## src/rtl/cfg_ls_stream_sel_loader_pkg.sv

```systemverilog
// Shared types and sizing for the load/store stream-select configuration loader.
// Optional readback is controlled by CFG_LS_SEL_READBACK_EN (see top module).
package mage_pkg;

    localparam int unsigned WORD_W               = 32;
    localparam int unsigned N_BANKS_GROUP        = 2;
    localparam int unsigned N_BANKS_PER_STREAM   = 4;
    localparam int unsigned KMEM_SIZE            = 8;
    localparam int unsigned LOG_N_AGE_PER_STREAM = 3;
    localparam int unsigned LOG_N_PE_PER_GROUP   = 2;
    localparam int unsigned N_CFG_ADDR_BITS      = 3;

    localparam int unsigned CFG_LS_SEL_L_LSB = 0;
    localparam int unsigned CFG_LS_SEL_S_LSB = 8;
    localparam int unsigned N_LS_SEL_SLOTS   = N_BANKS_GROUP * N_BANKS_PER_STREAM;

    localparam int unsigned BANK_W = (N_BANKS_PER_STREAM > 1) ? $clog2(N_BANKS_PER_STREAM) : 1;
    localparam int unsigned GRP_W  = (N_BANKS_GROUP > 1) ? $clog2(N_BANKS_GROUP) : 1;

    localparam logic [BANK_W-1:0] BANK_MAX = BANK_W'(N_BANKS_PER_STREAM - 1);
    localparam logic [GRP_W-1:0]  GRP_MAX  = GRP_W'(N_BANKS_GROUP - 1);

    typedef enum logic [1:0] {IDLE, CHECK, LOAD, DONE} ld_state_e;

endpackage

```

## src/rtl/cfg_ls_stream_sel_loader_if.sv

```systemverilog
// Burst control and config-word stream between the host front-end (master) and the loader (slave).
interface cfg_ls_stream_sel_loader_if import mage_pkg::*; ();

    logic                       start_i;
    logic [N_CFG_ADDR_BITS-1:0] kmem_base_i;
    logic [N_CFG_ADDR_BITS:0]   n_entries_i;
    logic                       word_valid_i;
    logic [WORD_W-1:0]          word_data_i;
    logic                       word_ready_o;
    logic                       busy_o;
    logic                       done_o;
    logic                       err_o;

    modport master (
        output start_i, kmem_base_i, n_entries_i, word_valid_i, word_data_i,
        input  word_ready_o, busy_o, done_o, err_o
    );

    modport slave (
        input  start_i, kmem_base_i, n_entries_i, word_valid_i, word_data_i,
        output word_ready_o, busy_o, done_o, err_o
    );

endinterface

```

## src/rtl/cfg_ls_sel_slot_cnt.sv

```systemverilog
// Nested slot counter: bank fastest, then group, then kernel slot; flags the final slot of a burst.
module cfg_ls_sel_slot_cnt
    import mage_pkg::*;
(
    input  logic                       clk_i,
    input  logic                       rst_i,
    input  logic                       init_i,
    input  logic                       adv_i,
    input  logic [N_CFG_ADDR_BITS-1:0] base_i,
    input  logic [N_CFG_ADDR_BITS:0]   count_i,
    output logic [BANK_W-1:0]          bank_o,
    output logic [GRP_W-1:0]           grp_o,
    output logic [N_CFG_ADDR_BITS-1:0] kmem_o,
    output logic                       last_o
);

    logic [BANK_W-1:0]          bank_q;
    logic [GRP_W-1:0]           grp_q;
    logic [N_CFG_ADDR_BITS-1:0] kmem_q;
    logic [N_CFG_ADDR_BITS:0]   entry_q;

    always_ff @(posedge clk_i) begin
        if (rst_i) begin
            bank_q  <= '0;
            grp_q   <= '0;
            kmem_q  <= '0;
            entry_q <= '0;
        end else if (init_i) begin
            bank_q  <= '0;
            grp_q   <= '0;
            kmem_q  <= base_i;
            entry_q <= '0;
        end else if (adv_i) begin
            if (bank_q == BANK_MAX) begin
                bank_q <= '0;
                if (grp_q == GRP_MAX) begin
                    grp_q   <= '0;
                    kmem_q  <= kmem_q + 1'b1;
                    entry_q <= entry_q + 1'b1;
                end else begin
                    grp_q <= grp_q + 1'b1;
                end
            end else begin
                bank_q <= bank_q + 1'b1;
            end
        end
    end

    assign bank_o = bank_q;
    assign grp_o  = grp_q;
    assign kmem_o = kmem_q;
    // Only meaningful while loading, where count_i is known to be non-zero.
    assign last_o = (bank_q == BANK_MAX) && (grp_q == GRP_MAX) && (entry_q == count_i - 1'b1);

endmodule

```

## src/rtl/cfg_ls_stream_sel_loader.sv

```systemverilog
// Writer side of the L/S stream-select configuration store: burst-loads per-slot select fields.
// Define CFG_LS_SEL_READBACK_EN to add a registered readback port.
module cfg_ls_stream_sel_loader
    import mage_pkg::*;
(
    input  logic clk_i,
    input  logic rst_i,
    cfg_ls_stream_sel_loader_if.slave bus,
    output logic [N_BANKS_GROUP-1:0][N_BANKS_PER_STREAM-1:0][KMEM_SIZE-1:0][LOG_N_AGE_PER_STREAM-1:0] reg_cfg_l_stream_sel_o,
    output logic [N_BANKS_GROUP-1:0][N_BANKS_PER_STREAM-1:0][KMEM_SIZE-1:0][LOG_N_PE_PER_GROUP-1:0]   reg_cfg_s_stream_sel_o
`ifdef CFG_LS_SEL_READBACK_EN
    ,
    input  logic [N_CFG_ADDR_BITS-1:0] rb_kmem_i,
    input  logic [GRP_W-1:0]           rb_grp_i,
    input  logic [BANK_W-1:0]          rb_bank_i,
    output logic [WORD_W-1:0]          rb_data_o
`endif
);

    localparam logic [N_CFG_ADDR_BITS+1:0] KMEM_LIMIT = (N_CFG_ADDR_BITS + 2)'(KMEM_SIZE);

    ld_state_e                  state_q;
    logic [N_CFG_ADDR_BITS-1:0] base_q;
    logic [N_CFG_ADDR_BITS:0]   count_q;
    logic                       ready_q, busy_q, done_q, err_q;
    logic [N_CFG_ADDR_BITS+1:0] end_sum;
    logic                       fire, last_slot;
    logic [BANK_W-1:0]          bank;
    logic [GRP_W-1:0]           grp;
    logic [N_CFG_ADDR_BITS-1:0] kmem;
    logic                       unused_data;

    logic [N_BANKS_GROUP-1:0][N_BANKS_PER_STREAM-1:0][KMEM_SIZE-1:0][LOG_N_AGE_PER_STREAM-1:0] l_sel_q;
    logic [N_BANKS_GROUP-1:0][N_BANKS_PER_STREAM-1:0][KMEM_SIZE-1:0][LOG_N_PE_PER_GROUP-1:0]   s_sel_q;

    assign end_sum = {2'b00, base_q} + {1'b0, count_q};
    assign fire    = bus.word_valid_i && ready_q;
    // Word bits above the two fields are ignored by design.
    assign unused_data = ^bus.word_data_i;

    cfg_ls_sel_slot_cnt u_slot_cnt (
        .clk_i   (clk_i),
        .rst_i   (rst_i),
        .init_i  (state_q == CHECK),
        .adv_i   (fire),
        .base_i  (base_q),
        .count_i (count_q),
        .bank_o  (bank),
        .grp_o   (grp),
        .kmem_o  (kmem),
        .last_o  (last_slot)
    );

    always_ff @(posedge clk_i) begin
        if (rst_i) begin
            state_q <= IDLE;
            base_q  <= '0;
            count_q <= '0;
            ready_q <= 1'b0;
            busy_q  <= 1'b0;
            done_q  <= 1'b0;
            err_q   <= 1'b0;
            l_sel_q <= '0;
            s_sel_q <= '0;
        end else begin
            done_q <= 1'b0;
            err_q  <= 1'b0;
            case (state_q)
                IDLE: begin
                    if (bus.start_i) begin
                        base_q  <= bus.kmem_base_i;
                        count_q <= bus.n_entries_i;
                        busy_q  <= 1'b1;
                        state_q <= CHECK;
                    end
                end
                CHECK: begin
                    if (end_sum > KMEM_LIMIT) begin
                        done_q  <= 1'b1;
                        err_q   <= 1'b1;
                        state_q <= DONE;
                    end else if (count_q == '0) begin
                        done_q  <= 1'b1;
                        state_q <= DONE;
                    end else begin
                        ready_q <= 1'b1;
                        state_q <= LOAD;
                    end
                end
                LOAD: begin
                    if (fire) begin
                        l_sel_q[grp][bank][kmem] <= bus.word_data_i[CFG_LS_SEL_L_LSB +: LOG_N_AGE_PER_STREAM];
                        s_sel_q[grp][bank][kmem] <= bus.word_data_i[CFG_LS_SEL_S_LSB +: LOG_N_PE_PER_GROUP];
                        if (last_slot) begin
                            ready_q <= 1'b0;
                            done_q  <= 1'b1;
                            state_q <= DONE;
                        end
                    end
                end
                DONE: begin
                    busy_q  <= 1'b0;
                    state_q <= IDLE;
                end
            endcase
        end
    end

    assign bus.word_ready_o = ready_q;
    assign bus.busy_o       = busy_q;
    assign bus.done_o       = done_q;
    assign bus.err_o        = err_q;

    assign reg_cfg_l_stream_sel_o = l_sel_q;
    assign reg_cfg_s_stream_sel_o = s_sel_q;

`ifdef CFG_LS_SEL_READBACK_EN
    always_ff @(posedge clk_i) begin
        if (rst_i) begin
            rb_data_o <= '0;
        end else begin
            rb_data_o <= '0;
            rb_data_o[CFG_LS_SEL_L_LSB +: LOG_N_AGE_PER_STREAM] <= l_sel_q[rb_grp_i][rb_bank_i][rb_kmem_i];
            rb_data_o[CFG_LS_SEL_S_LSB +: LOG_N_PE_PER_GROUP]   <= s_sel_q[rb_grp_i][rb_bank_i][rb_kmem_i];
        end
    end
`endif

endmodule
```

## src/flat_wrapper.sv

```systemverilog
// flat-port wrapper written by rule: the top's interface ports become plain ports
module cfg_ls_stream_sel_loader_flat import mage_pkg::*;
  (clk_i, rst_i, reg_cfg_l_stream_sel_o, reg_cfg_s_stream_sel_o, bus_start_i, bus_kmem_base_i, bus_n_entries_i, bus_word_valid_i, bus_word_data_i, bus_word_ready_o, bus_busy_o, bus_done_o, bus_err_o);
  cfg_ls_stream_sel_loader_if bus_i ();
  input  logic clk_i;
  input  logic rst_i;
  output logic [N_BANKS_GROUP-1:0][N_BANKS_PER_STREAM-1:0][KMEM_SIZE-1:0][LOG_N_AGE_PER_STREAM-1:0] reg_cfg_l_stream_sel_o;
  output logic [N_BANKS_GROUP-1:0][N_BANKS_PER_STREAM-1:0][KMEM_SIZE-1:0][LOG_N_PE_PER_GROUP-1:0] reg_cfg_s_stream_sel_o;
  input wire logic [$bits(bus_i.start_i)-1:0] bus_start_i;
  input wire logic [$bits(bus_i.kmem_base_i)-1:0] bus_kmem_base_i;
  input wire logic [$bits(bus_i.n_entries_i)-1:0] bus_n_entries_i;
  input wire logic [$bits(bus_i.word_valid_i)-1:0] bus_word_valid_i;
  input wire logic [$bits(bus_i.word_data_i)-1:0] bus_word_data_i;
  output wire logic [$bits(bus_i.word_ready_o)-1:0] bus_word_ready_o;
  output wire logic [$bits(bus_i.busy_o)-1:0] bus_busy_o;
  output wire logic [$bits(bus_i.done_o)-1:0] bus_done_o;
  output wire logic [$bits(bus_i.err_o)-1:0] bus_err_o;
  assign bus_i.start_i = bus_start_i;
  assign bus_i.kmem_base_i = bus_kmem_base_i;
  assign bus_i.n_entries_i = bus_n_entries_i;
  assign bus_i.word_valid_i = bus_word_valid_i;
  assign bus_i.word_data_i = bus_word_data_i;
  assign bus_word_ready_o = bus_i.word_ready_o;
  assign bus_busy_o = bus_i.busy_o;
  assign bus_done_o = bus_i.done_o;
  assign bus_err_o = bus_i.err_o;
  cfg_ls_stream_sel_loader u_core (.clk_i(clk_i), .rst_i(rst_i), .bus(bus_i), .reg_cfg_l_stream_sel_o(reg_cfg_l_stream_sel_o), .reg_cfg_s_stream_sel_o(reg_cfg_s_stream_sel_o));
endmodule
```

## config.mk

```make
export PLATFORM = sky130hd
export DESIGN_NAME = cfg_ls_stream_sel_loader_flat
export DESIGN_NICKNAME = d
export VERILOG_FILES = /design/src/rtl/cfg_ls_stream_sel_loader_pkg.sv /design/src/rtl/cfg_ls_stream_sel_loader_if.sv /design/src/rtl/cfg_ls_sel_slot_cnt.sv /design/src/rtl/cfg_ls_stream_sel_loader.sv /design/src/flat_wrapper.sv
export SDC_FILE = /design/constraint.sdc
export NUM_CORES = 1
export LEC_CHECK = 0
export ABC_AREA = 1
export ABC_CLOCK_PERIOD_IN_PS = 2860
export CAP_MARGIN = 20
export CORE_MARGIN = 2
export CORE_UTILIZATION = 48
export DETAILED_ROUTE_END_ITERATION = 16
export PLACE_DENSITY = 0.77
export SLEW_MARGIN = 20
export SYNTH_ARGS = -nofsm -noshare
export SYNTH_HDL_FRONTEND = slang
export SYNTH_SLANG_ARGS = --single-unit
```

## constraint.sdc

```tcl
create_clock -name clk_i -period 2.86 [get_ports clk_i]
set_clock_uncertainty 0.15 [all_clocks]
set_input_delay 0.572 -clock clk_i [delete_from_list [all_inputs] [get_ports clk_i]]
set_output_delay 0.572 -clock clk_i [all_outputs]
set_load 0.1 [all_outputs]
```

# Word level (Yosys, flattened, before mapping)
# Index checks and enable logic that the tools add are counted.
[word_totals] regBits=343 out_inout_bits=324 word_cells=225
[classes] add_sub_neg=6 n_lt_le_gt_ge=7 eq_ne=10 n_mux=39 n_bitwise=1 n_reduce_logical=23
[ops] cell="bitwise mux 192 bit" n=1
[ops] cell="bitwise mux 128 bit" n=1
[ops] cell="demux 96 bit (select 1 bit)" n=1
[ops] cell="2-to-1 mux 96 bit" n=1
[ops] cell="demux 64 bit (select 1 bit)" n=1
[ops] cell="2-to-1 mux 64 bit" n=1
[ops] cell="demux 24 bit (select 2 bit)" n=1
[ops] cell="demux 16 bit (select 2 bit)" n=1
[ops] cell="2-to-1 mux 24 bit" n=1
[ops] cell="2-to-1 mux 16 bit" n=1
[ops] cell="2-to-1 mux 3 bit" n=5
[ops] cell="2-to-1 mux 1 bit" n=12
[ops] cell="2-to-1 mux 2 bit" n=6
[ops] cell="nonzero test 2 bit" n=5
[ops] cell="demux 3 bit (select 3 bit)" n=1
[ops] cell="AND reduction 3 bit" n=3
[ops] cell="case mux 2 bit (4 select lines)" n=1
[ops] cell="AND reduction 2 bit" n=4
[ops] cell="demux 2 bit (select 3 bit)" n=1
[ops] cell="== test 2 bit, second input constant" n=3
[ops] cell="logical AND 1 bit" n=6
[ops] cell="!= test 2 bit, second input constant" n=3
[ops] cell="case mux 1 bit (2 select lines)" n=3
[ops] cell="adder 3 x 4 -> 5 bit" n=1
[ops] cell="other kinds (20)" n=22

# Depth between registers and ports, before layout
[depth] depth_word=9 mapped_depth=15 mapped_depth_nobuf=15

# Modules after synthesis
# A second synthesis with hierarchy kept.
[hier_totals] hier_cells=1746 area_unflattened_um2=12928.6
[modules_own_cells] mod="cfg_ls_stream_sel_loader" instances=1 cells_per_inst=1654 area_each_um2=12318.1 seq_area_each_um2=6666.4
[modules_own_cells] mod="cfg_ls_sel_slot_cnt" instances=1 cells_per_inst=92 area_each_um2=610.6 seq_area_each_um2=200.2

# Worst setup path before layout
# Ideal clock, no wire load.
[synth_timing] kind="reg2reg" start="register u_core.ready_q, in the netlist u_core.bus.word_ready_o" end="register u_core.l_sel_q, in the netlist u_core.reg_cfg_l_stream_sel_o[174]" setup_time_ns=0.118 arrival_time_ns=2.074 path_slack_ns=0.518 stages_incl_launch_ff=9 path_buffers=1 period_less_slack_ns=2.342 path_cell_list="dfxtp_1 > nand3_2 > nor2_4 > inv_2 > buf_6 > nor2_4 > inv_2 > nor2_1 > nor2_1"
[synth_via] elab_chain_cells=2
[synth_rtl] item="start, declared" line="cfg_ls_stream_sel_loader.sv:25" rtl="logic ready_q, busy_q, done_q, err_q;"
[synth_rtl] item="start signal, assigned" line="cfg_ls_stream_sel_loader.sv:59" rtl="ready_q <= 1'b0;"
[synth_rtl] item="start signal, assigned" line="cfg_ls_stream_sel_loader.sv:86" rtl="ready_q <= 1'b1;"
[synth_rtl] item="start signal, assigned" line="cfg_ls_stream_sel_loader.sv:95" rtl="ready_q <= 1'b0;"
[synth_rtl] item="logical AND 1 bit" line="cfg_ls_stream_sel_loader.sv:37" rtl="assign fire = bus.word_valid_i && ready_q;"
[synth_rtl] item="AND reduction 2 bit (no source line)"
[synth_rtl] item="end signal, assigned by index" line="cfg_ls_stream_sel_loader.sv:92" rtl="l_sel_q[grp][bank][kmem] <= bus.word_data_i[CFG_LS_SEL_L_LSB +: LOG_N_AGE_PER_STREAM];"
[synth_rtl] item="end, declared" line="cfg_ls_stream_sel_loader.sv:33" rtl="logic [N_BANKS_GROUP-1:0][N_BANKS_PER_STREAM-1:0][KMEM_SIZE-1:0][LOG_N_AGE_PER_STREAM-1:0] l_sel_q;"
# No other way between the ends.
# A chain may end at the register's enable or synchronous reset.

# Worst setup path after layout
[layout_timing] start="register u_core.base_q[0]" end="register u_core.ready_q, in the netlist u_core.bus.word_ready_o"
[layout_via] elab_chain_cells=4
[layout_rtl] item="start, declared" line="cfg_ls_stream_sel_loader.sv:23" rtl="logic [N_CFG_ADDR_BITS-1:0] base_q;"
[layout_rtl] item="start signal, assigned" line="cfg_ls_stream_sel_loader.sv:71" rtl="base_q <= bus.kmem_base_i;"
[layout_rtl] item="adder 3 x 4 -> 5 bit" line="cfg_ls_stream_sel_loader.sv:36" rtl="assign end_sum = {2'b00, base_q} + {1'b0, count_q};"
[layout_rtl] item="greater-than comparator 5 x 4 -> 1 bit" line="cfg_ls_stream_sel_loader.sv:78" rtl="if (end_sum > KMEM_LIMIT) begin"
[layout_rtl] item="!= test 2 bit (no source line)"
[layout_rtl] item="AND reduction 5 bit (no source line)"
# No other way between the ends.

==> flow_summary.ini <==
[global_route]
grt_start_max_net_pins = 77
top_usage_layer = met2
use_met3_pct = 7.922
met1_usage_pct = 35.15
met2_usage_pct = 46.18
grt_pass1_wl_mm = 63.36
grt.overflow.total = 0
antenna_found_initial = 0
track_usage_pct = 27.88
grt_pass1_vias = 11700

[cts]
worstSkewPairLatency_ns = 0.52
numClockSinks = 343
ctsHoldBuffers = 0
root_buffer = clkbuf_16
path_clk_slew_ns = 0.06
h-tree-depth = 2
cts_buffers = 36
cts_tree = yes
postCtsSetupRepairBufs = 0
cts_resized = 0
cts.path.max_buffers = 3

[detailed_routing]
postRouteAntennaNets = 0
drt_iter0_drc = 897
drtPass1Iterations = 6
finalWirelength_mm = 41.13
num_vias = 12480
wl_per_cell_um = 16.95
route.detailed.drc = 0
viasPerCell = 5.146

[yosys]
synth_cell_types = 26
synth_ff_type = dfxtp_1
synth_area_mm2 = 0.01297
ys_async_sr_fraction_pct = 0
avgSynthCellArea_um2 = 7.435
syn_inst = 1745
yosysWarnings = 0
synth_edf_count = 0
synth-seq-area-share_pct = 52.92
ys_ff_latch = 343
synthesis.nets = 1803

[critical_path]
arrival_ns = 2.55
cp.required_ns = 3.12
ff2ff_path_depth = 14
cp-start-kind = flop
crit_fanout = 3
crit_path_end_kind = flop
critPathKind = reg2reg

[die]
fp.dieArea_mm2 = 0.02836
io_pins = 367
coreArea_mm2 = 0.02673
die_w_um = 168.4
num_rows = 60
start_util_pct = 48.55
dieHeight_um = 168.4

[sta]
setup_tns_ns = 0
tightest_slew_ns = 0.6889
rsz0062_at_grt = false
fmax_ghz = 0.4364
relSlewSlack_pct = 54.07
fin_crit_ns = 2.291
min_period_over_period_pct = 80.12
setup_violations = 0
slew_viol_final = 0
hold_viol_final = 0

[placement]
gp_congestion = 0.8960
numPortBuffers = 339
dpl.hpwl_mm = 29.32

[hold_path]
hold_path_depth = 2
holdCritPathClass = reg2reg

[outcome]
status = complete, no violations

[pwr]
ir_drop_mv = 0.5293
power.density_mw_per_mm2 = 623.4
leakage_uw = 0.007817
finalPower_uw = 10630

[final_layout]
diodes = 0
area_growth_syn_to_layout_pct = 31.41
layout.nets = 2128
layout-drive-gt1-share_pct = 21.82

[run]
cap_violations = 0
==> synthesized netlist by cell type (9+ instances only) <==
cell / count / area, um^2
nor2_1: 704 / 2643
dfxtp_1: 343 / 6867
o21ai_0: 340 / 1702
inv_1: 100 / 375.4
nand2_1: 69 / 259.0
clkbuf_1: 64 / 240.2
inv_2: 23 / 86.33
nor2_4: 23 / 259.0
a21oi_1: 18 / 90.09
ha_1: 14 / 175.2
nand3_1: 14 / 70.07
buf_1: 9 / 33.78
==> cells by family after synthesis <==
family | count (synthesis) | share of synthesized area (%)
and+or+nand+nor | 823 | 25.50
adders and majority gates | 15 | 1.504
AOI/OAI and AO/OA | 362 | 14.06
buffers and inverters | 202 | 6.017
DFF | 343 | 52.92
==> path summary, 6_finish.rpt <==
path / slack [ns] / from / to
worst max-delay path: 0.57 / u_core.base_q[0]$_SDFFE_PP0P_ / u_core.bus.word_ready_o$_SDFFE_PP0P_
worst max register to register: 0.57 / u_core.base_q[0]$_SDFFE_PP0P_ / u_core.bus.word_ready_o$_SDFFE_PP0P_
worst min register to register: 0.33 / u_core.reg_cfg_l_stream_sel_o[113]$_SDFFE_PP0P_ / u_core.reg_cfg_l_stream_sel_o[113]$_SDFFE_PP0P_
worst min-delay path: 0.33 / u_core.reg_cfg_l_stream_sel_o[113]$_SDFFE_PP0P_ / u_core.reg_cfg_l_stream_sel_o[113]$_SDFFE_PP0P_
==> flip-flops by register name, indices dropped and copies added (netlist names), 2 cells and up <==
signal	cells
u_core.base_q	3
u_core.reg_cfg_l_stream_sel_o	192
u_core.u_slot_cnt.bank_o	2
u_core.reg_cfg_s_stream_sel_o	128
u_core.count_q	4
u_core.u_slot_cnt.entry_q	4
u_core.state_q	2
u_core.u_slot_cnt.kmem_o	3
==> metrics by stage <==
step	instance area (um^2)	std cells	worst slack [ns]	util, %	hold slack, ns
final	17050	2426	0.5687	63.80	0.3307
after global routing	17050	2426	0.4157	63.80	0.3513
after CTS	17050	2426	0.5793	63.80	0.3366
after detailed placement	15940	2373	0.3098	59.64	0.3222
after global placement	15940	2373	0.3233	59.64	0.3138
after floorplan	12970	1745	0.5181	-	0.2980
==> worst max-delay path, stage by stage, from the launching register on <==
cell and delay, ns:
dfxtp_1 0.40, ha_1 0.23, inv_1 0.08, fa_1 0.54, inv_1 0.05, nor2_1 0.08
nand3_1 0.07, nand3_1 0.11, nand2_1 0.06, nand2_1 0.07, nand2_1 0.06, nor2_1 0.13
nand2_1 0.06, nand2_1 0.06, nor2_1 0.04
==> layout by cell type (no fill, tap or decap), types with 8 or more instances in the layout <==
cell and instances:
buf_12 8, nor2_4 23, clkbuf_16 37, o21ai_0 340, dfxtp_1 343, nand3_1 14, buf_4 341, nand2_1 69
a21oi_1 18, ha_1 14, nor2_1 704, inv_1 100, inv_2 23, clkdlybuf4s50_1 10
==> where the power goes <==
part | leakage (uW) | switching [uW] | internal (uW)
combinational | 0.00450 | 836 | 318
sequential | 0.00276 | 79.6 | 4860
clock | 0.000549 | 1830 | 2710
==> per-layer routing <==
layer | routed length [um] | up-vias
met2 | 18960 | 471
met1 | 17240 | 5796
met5 | 0 | -
met3 | 3729 | 75
met4 | 1199 | 0
li1 | - | 6142
==> final cells by class <==
cell class / instances / area (um^2)
clock buffers: 46 / 999.7
repair buffers: 364 / 2845
well taps: 341 / 426.7
inverters: 125 / 474.2
clock inverters: 7 / 110.1
fillers: 2365 / 9676
multi-input cells: 1200 / 5328
flip-flops and latches: 343 / 6867
Note: power is estimated with default switching activity, not from simulation.
